$ cat src/rtl/mem_arbiter.sv
// Arbitrates fetch and data requests onto one memory port, one transaction outstanding (MEM_ARBITER_FAIRNESS_EN adds anti-starvation).
// Latency: request issue is combinational from IDLE or in the cycle the prior response returns; responses are steered combinationally.
// Backpressure: ready to the selected requester follows mem_req_ready; requests wait while a transaction is outstanding.
module mem_arbiter #(
    parameter int STARVE_LIMIT = 4
) (
    input  logic        clk,
    input  logic        rst_n,
    input  logic        ireq_valid,
    output logic        ireq_ready,
    input  logic [31:0] ireq_addr,
    output logic        iresp_valid,
    output logic [31:0] iresp_addr,
    output logic [31:0] iresp_inst,
    input  logic        dreq_valid,
    output logic        dreq_ready,
    input  logic [31:0] dreq_addr,
    input  logic        dreq_wen,
    input  logic [31:0] dreq_wdata,
    input  logic [3:0]  dreq_wmask,
    output logic        dresp_valid,
    output logic [31:0] dresp_rdata,
    output logic        mem_req_valid,
    input  logic        mem_req_ready,
    output logic [31:0] mem_req_addr,
    output logic        mem_req_wen,
    output logic [31:0] mem_req_wdata,
    output logic [3:0]  mem_req_wmask,
    input  logic        mem_resp_valid,
    input  logic [31:0] mem_resp_addr,
    input  logic [31:0] mem_resp_rdata
);

    typedef enum logic [1:0] {IDLE, WAIT_I, WAIT_D} state_t;

    typedef struct packed {
        logic [31:0] addr;
        logic        wen;
        logic [31:0] wdata;
        logic [3:0]  wmask;
    } mreq_t;

    localparam logic [3:0] LIMIT = 4'(STARVE_LIMIT);

    state_t state_q, state_d;
    logic   can_issue, sel_i, issue;
    mreq_t  mreq;

`ifdef MEM_ARBITER_FAIRNESS_EN
    logic [3:0] starve_q;

    // Once data has won LIMIT times in a row, a waiting fetch takes the next slot.
    assign sel_i = ireq_valid && (!dreq_valid || (starve_q == LIMIT));

    always_ff @(posedge clk) begin
        if (!rst_n) begin
            starve_q <= '0;
        end else if (!ireq_valid || (issue && sel_i)) begin
            starve_q <= '0;
        end else if (issue && (starve_q != LIMIT)) begin
            starve_q <= starve_q + 4'd1;
        end
    end
`else
    logic unused_limit;

    assign sel_i        = ireq_valid && !dreq_valid;
    assign unused_limit = ^LIMIT;
`endif

    // A response frees the port in the same cycle, so the next request can ride it.
    assign can_issue     = (state_q == IDLE) || mem_resp_valid;
    assign mem_req_valid = rst_n && can_issue && (ireq_valid || dreq_valid);
    assign ireq_ready    = rst_n && can_issue && mem_req_ready && sel_i;
    assign dreq_ready    = rst_n && can_issue && mem_req_ready && dreq_valid && !sel_i;
    assign issue         = mem_req_valid && mem_req_ready;

    always_comb begin
        mreq = '{addr: dreq_addr, wen: dreq_wen, wdata: dreq_wdata, wmask: dreq_wmask};
        if (sel_i) begin
            mreq = '{addr: ireq_addr, wen: 1'b0, wdata: 32'h0, wmask: 4'h0};
        end
    end

    assign mem_req_addr  = mreq.addr;
    assign mem_req_wen   = mreq.wen;
    assign mem_req_wdata = mreq.wdata;
    assign mem_req_wmask = mreq.wmask;

    always_ff @(posedge clk) begin
        if (!rst_n) begin
            state_q <= IDLE;
        end else begin
            state_q <= state_d;
        end
    end

    always_comb begin
        state_d     = state_q;
        iresp_valid = 1'b0;
        iresp_addr  = 32'h0;
        iresp_inst  = 32'h0;
        dresp_valid = 1'b0;
        dresp_rdata = 32'h0;
        if (rst_n && mem_resp_valid && (state_q == WAIT_I)) begin
            iresp_valid = 1'b1;
            iresp_addr  = mem_resp_addr;
            iresp_inst  = mem_resp_rdata;
        end
        if (rst_n && mem_resp_valid && (state_q == WAIT_D)) begin
            dresp_valid = 1'b1;
            dresp_rdata = mem_resp_rdata;
        end
        if (issue) begin
            state_d = sel_i ? WAIT_I : WAIT_D;
        end else if (mem_resp_valid) begin
            state_d = IDLE;
        end
    end

endmodule

$ cat config.mk
export PLATFORM = sky130hd
export DESIGN_NAME = mem_arbiter
export DESIGN_NICKNAME = d
export VERILOG_FILES = /design/src/rtl/mem_arbiter.sv
export SDC_FILE = /design/constraint.sdc
export NUM_CORES = 1
export LEC_CHECK = 0
export BUFFER_PORTS_ARGS = -buffer_cell sky130_fd_sc_hd__buf_2
export CORE_AREA = 3 3 131 133
export DETAILED_ROUTE_END_ITERATION = 7
export DIE_AREA = 0 0 134 136
export PLACE_DENSITY_LB_ADDON = 0.12
export SYNTH_ARGS = -nofsm -noshare
export SYNTH_HDL_FRONTEND = slang
export SYNTH_SLANG_ARGS = --single-unit
$ cat constraint.sdc
create_clock -name clk -period 1.6 [get_ports clk]
set_clock_uncertainty 0.15 [all_clocks]
set_input_delay 0.24 -clock clk [delete_from_list [all_inputs] [get_ports clk]]
set_output_delay 0.24 -clock clk [all_outputs]
set_load 0.005 [all_outputs]
* After elaboration in Yosys (flattened, before gate mapping)
Index checks and enable logic that the tools add are counted.
** Operators by class
- Equality and inequality tests :: 2
- Mux-type cells :: 9
- Reduce and logical (&&, ||, !) cells :: 17
** Operators by type and width (count)
- $mux W32 :: 3
- $mux W69 :: 1
- $logic_and A1 B1 Y1 :: 11
- $mux W2 :: 3
- $eq A2 B1 Y1 const B :: 1
- $eq A2 B2 Y1 const B :: 1
- $logic_not A1 Y1 :: 2
- $logic_not A2 Y1 :: 1
- $logic_or A1 B1 Y1 :: 2
- $mux W1 :: 2
- $reduce_bool A2 Y1 :: 1
** Storage, ports and cells
- Register bits :: 2
- Input bits :: 171
- Output and inout bits :: 170
- Word-level logic and storage cells :: 29

* Depth between registers and ports, before layout
- Depth after elaboration :: 6
- Depth in mapped cells :: 5
- Gate-level depth less buffers :: 3

* Worst setup path after synthesis
Ideal clock, no wire load.
- Path kind :: register to output
- Start point :: register state_q[0]
- End point :: output iresp_addr[0]
- Arrival time :: 0.991 ns
- Data required time :: 1.210 ns
- Setup slack :: 0.219 ns
- Cell stages (with the launch flop) :: 5
- Buffers on the path :: 2
- Cells stage by stage :: dfxtp_1 > nor3b_2 > buf_4 > buf_6 > and2_1
** On the way
- Longest elaborated chain between the ends :: 3
** RTL lines
- start, declared :: line 45 : state_t state_q, state_d;
- start signal, assigned :: line 94 : state_q <= state_d;
- $eq A2 B1 Y1 :: line 105 : if (rst_n && mem_resp_valid && (state_q == WAIT_I)) begin
- $logic_and A1 B1 Y1 :: line 105
- $mux W32 :: line 105
- end, declared :: line 13 : output logic [31:0] iresp_addr,
No other way between the ends.

* Worst setup path after layout
- Start point :: register state_q[0]
- End point :: output iresp_inst[6]
** On the way
- Longest elaborated chain between the ends :: 3
** RTL lines
- $eq A2 B1 Y1 :: line 105
- $logic_and A1 B1 Y1 :: line 105
- $mux W32 :: line 105
- end, declared :: line 14 : output logic [31:0] iresp_inst,
No other way between the ends.

==> metrics <==
maximum VDD drop 0.234 mV; post-synthesis sequential area ratio roughly 2.7%; vias in the first global route between 2000 and 3000; DR pass1 iterations 4; die area ~0.018 sq mm; Die H around 140 microns; post-route design area roughly 0.0040 sq mm; RD Place Congestion 0.735; status finished, violations left; Die X between 100 and 150 microns; dpl hpwl just over 9000 microns; Leakage 2.35 nW; met2 Usage GRT about a quarter; worst-path fanout max 8; register bit total from synthesis 2; placed cell areas 0.00344 sq mm; FF/Latch Area ~43 sq um; WP data required 1.21 ns; Sink Count 2; initial antenna violation count 1; Slew HR about 87%; post-synth net total between 300 and 400; number of nets in the layout approximately 700; per-cell routed wire length between 10 and 15 microns; commonest cells after routing, fill and taps aside buf_2, and2_1, mux2_2, buf_6, and2_4; clk_lat worst skew 0.22 ns; violated checks negative setup slack; Regs by FF count state_q x2; final hold vios 0; met1 usage 8.96%; CTS tree done; Post-Syn Area 0.00149 sq mm; I/O Buffers 340; reg-to-reg endpoint state_q[0]$_SDFFE_PN0P_; Largest Register state_q; met3 Use GR under 10%; overall power 1.08 mW; crit path from state_q[0]$_SDFFE_PN0P_; most common cell after layout, fill and taps aside buf_2; Max-Cap Viols 0; Ports between 300 and 400; Fillers around 1800; CTS Buf Count 3; largest net degree at the start of global routing 34; global-route wire length before repair roughly 15000 microns; Cells after Synth 204; number of cell rows 46; Ant. Diodes 0; Final Max Slew Viols 0; RR Startpoint state_q[1]$_SDFFE_PN0P_; gr busiest metal met2; Peak Freq around 570 MHz; Netlist cell types 20; Multi-input gate area roughly 0.0014 sq mm; DRC 0; routed vias/inst approximately 3.6; max reg flops 2; Final Util between 20% and 30%; R2R cell count 3; Syn Area/Cell between 7 and 8 sq um; Setup crit start kind flip-flop; Initial Util a little under a tenth; final WL between 10000 and 15000 microns; CTS max path bufs 2; Detail Route Antenna Nets 0; period utilisation layout 110%; Setup Viol. Count Final 98; Hold Path Class in2reg; crit path time final about 1.8 ns; layout cells sized above 1 between 70% and 80%; crit path capture iresp_inst[6]; final setup margin -0.156 ns; CTS H-tree lvls 1; drt first-iter violations 51; worst-margin pin slew about 0.19 ns; Pwr Density approximately 270 mW/mm^2; Worst Path Arrival ~1.4 ns; Core Region 0.0159 sq mm; Total GRT Usage between 10% and 20%; grt ovf 0; Setup CP Type reg2out; Ys Warns 0; clock root cell clkbuf_16; vias post-DR 2757; Fin Hold WS ~0.21 ns; RSZ-0062 raised after global routing true; Reg2Reg Setup Slack 0.67 ns; critical path capture point type output port; Reg clk slew, reported paths about 0.03 ns; area grow syn2layout 167%
critical path, stage by stage, from the launching register on:
cell and delay (ns):
dfxtp_2 0.34, nor3b_4 0.23, buf_6 0.19, clkbuf_16 0.17, and2_4 0.14, buf_6 0.09
logic make-up (layout without fill, tap and decap cells):
kind of cell	count (synthesis)	after routing	share of synthesized area, %
AO/OA/AOI/OAI	3	3	1.26
flip-flops	2	2	2.68
AND/OR/NAND/NOR	147	147	61.7
buffers and inverters	20	364	10.2
multiplexers	32	32	24.1
metrics by stage:
| stage | cells | worst slack (ns) | setup TNS, ns |
|---|---|---|---|
| after global routing | 764 | -0.212 | -17.56 |
| after detailed placement | 752 | -0.00286 | -0.00286 |
| after global placement | 752 | -0.0109 | -0.0109 |
| after floorplan | 204 | 0.219 | 0 |
| final | 764 | -0.156 | -11.71 |
| after CTS | 760 | -0.147 | -11.91 |
layout make-up:
cell class | count | share of cell area (%)
clock buffers | 3 | 1.88
inverters | 2 | 0.188
multi-input cells | 182 | 35.3
flip-flops and latches | 2 | 1.07
well taps | 216 | 6.78
repair buffers | 359 | 54.8
worst min path at each step:
stage | start | to | cells past startpoint
6_report | mem_req_ready | state_q[1]$_SDFFE_PN0P_ | 3
5_1_grt | mem_req_ready | state_q[1]$_SDFFE_PN0P_ | 3
4_1_cts | mem_req_ready | state_q[1]$_SDFFE_PN0P_ | 3
3_5_place_dp | state_q[1]$_SDFFE_PN0P_ | state_q[1]$_SDFFE_PN0P_ | 2
3_3_place_gp | state_q[1]$_SDFFE_PN0P_ | state_q[1]$_SDFFE_PN0P_ | 2
2_1_floorplan | rst_n | state_q[1]$_SDFFE_PN0P_ | 2
per-layer routing:
metal	wire, microns	up-vias	share of wire [%]
li1	-	1326	-
met1	3380	1223	30
met2	6840	204	60
met3	1190	4	10
met4	39	0	0.34
met5	0	-	0
report_power, final:
group | leakage (nW) | switching, mW | internal (mW) | total [mW]
combinational | 2.30 | 0.253 | 0.399 | 0.652
sequential | 0.0172 | 0.00323 | 0.0533 | 0.0565
clock | 0.0370 | 0.0530 | 0.318 | 0.371
Yosys cell counts:
cell type  number  share of area [%]
o21ai_0         1               0.33
buf_6           9                6.8
nand3_1         1               0.33
nor3b_2         1               0.84
nor3_1          1               0.33
nand2_2         1               0.42
clkbuf_1        3               0.75
nand2b_1        3                1.3
buf_4           1               0.50
a21oi_1         1               0.33
nand2_1         2               0.50
nor2_1          4                1.0
and2_1        133                 56
clkbuf_2        2               0.67
buf_2           3                1.0
o32ai_1         1               0.59
inv_1           2               0.50
mux2_2         32                 24
dfxtp_1         2                2.7
nor3b_4         1                1.3
repair_timing:
action                                  in CTS  in global routing
setup buffers                                2                  0
hold endpoints to repair                     0                  0
gates cloned                                 3                  4
hold buffers                                 0                  0
resized for setup                           12                 59
endpoints found under the setup margin     102                104
pin swaps                                    1                 31
No activity file was read; power rests on OpenSTA's default activity.
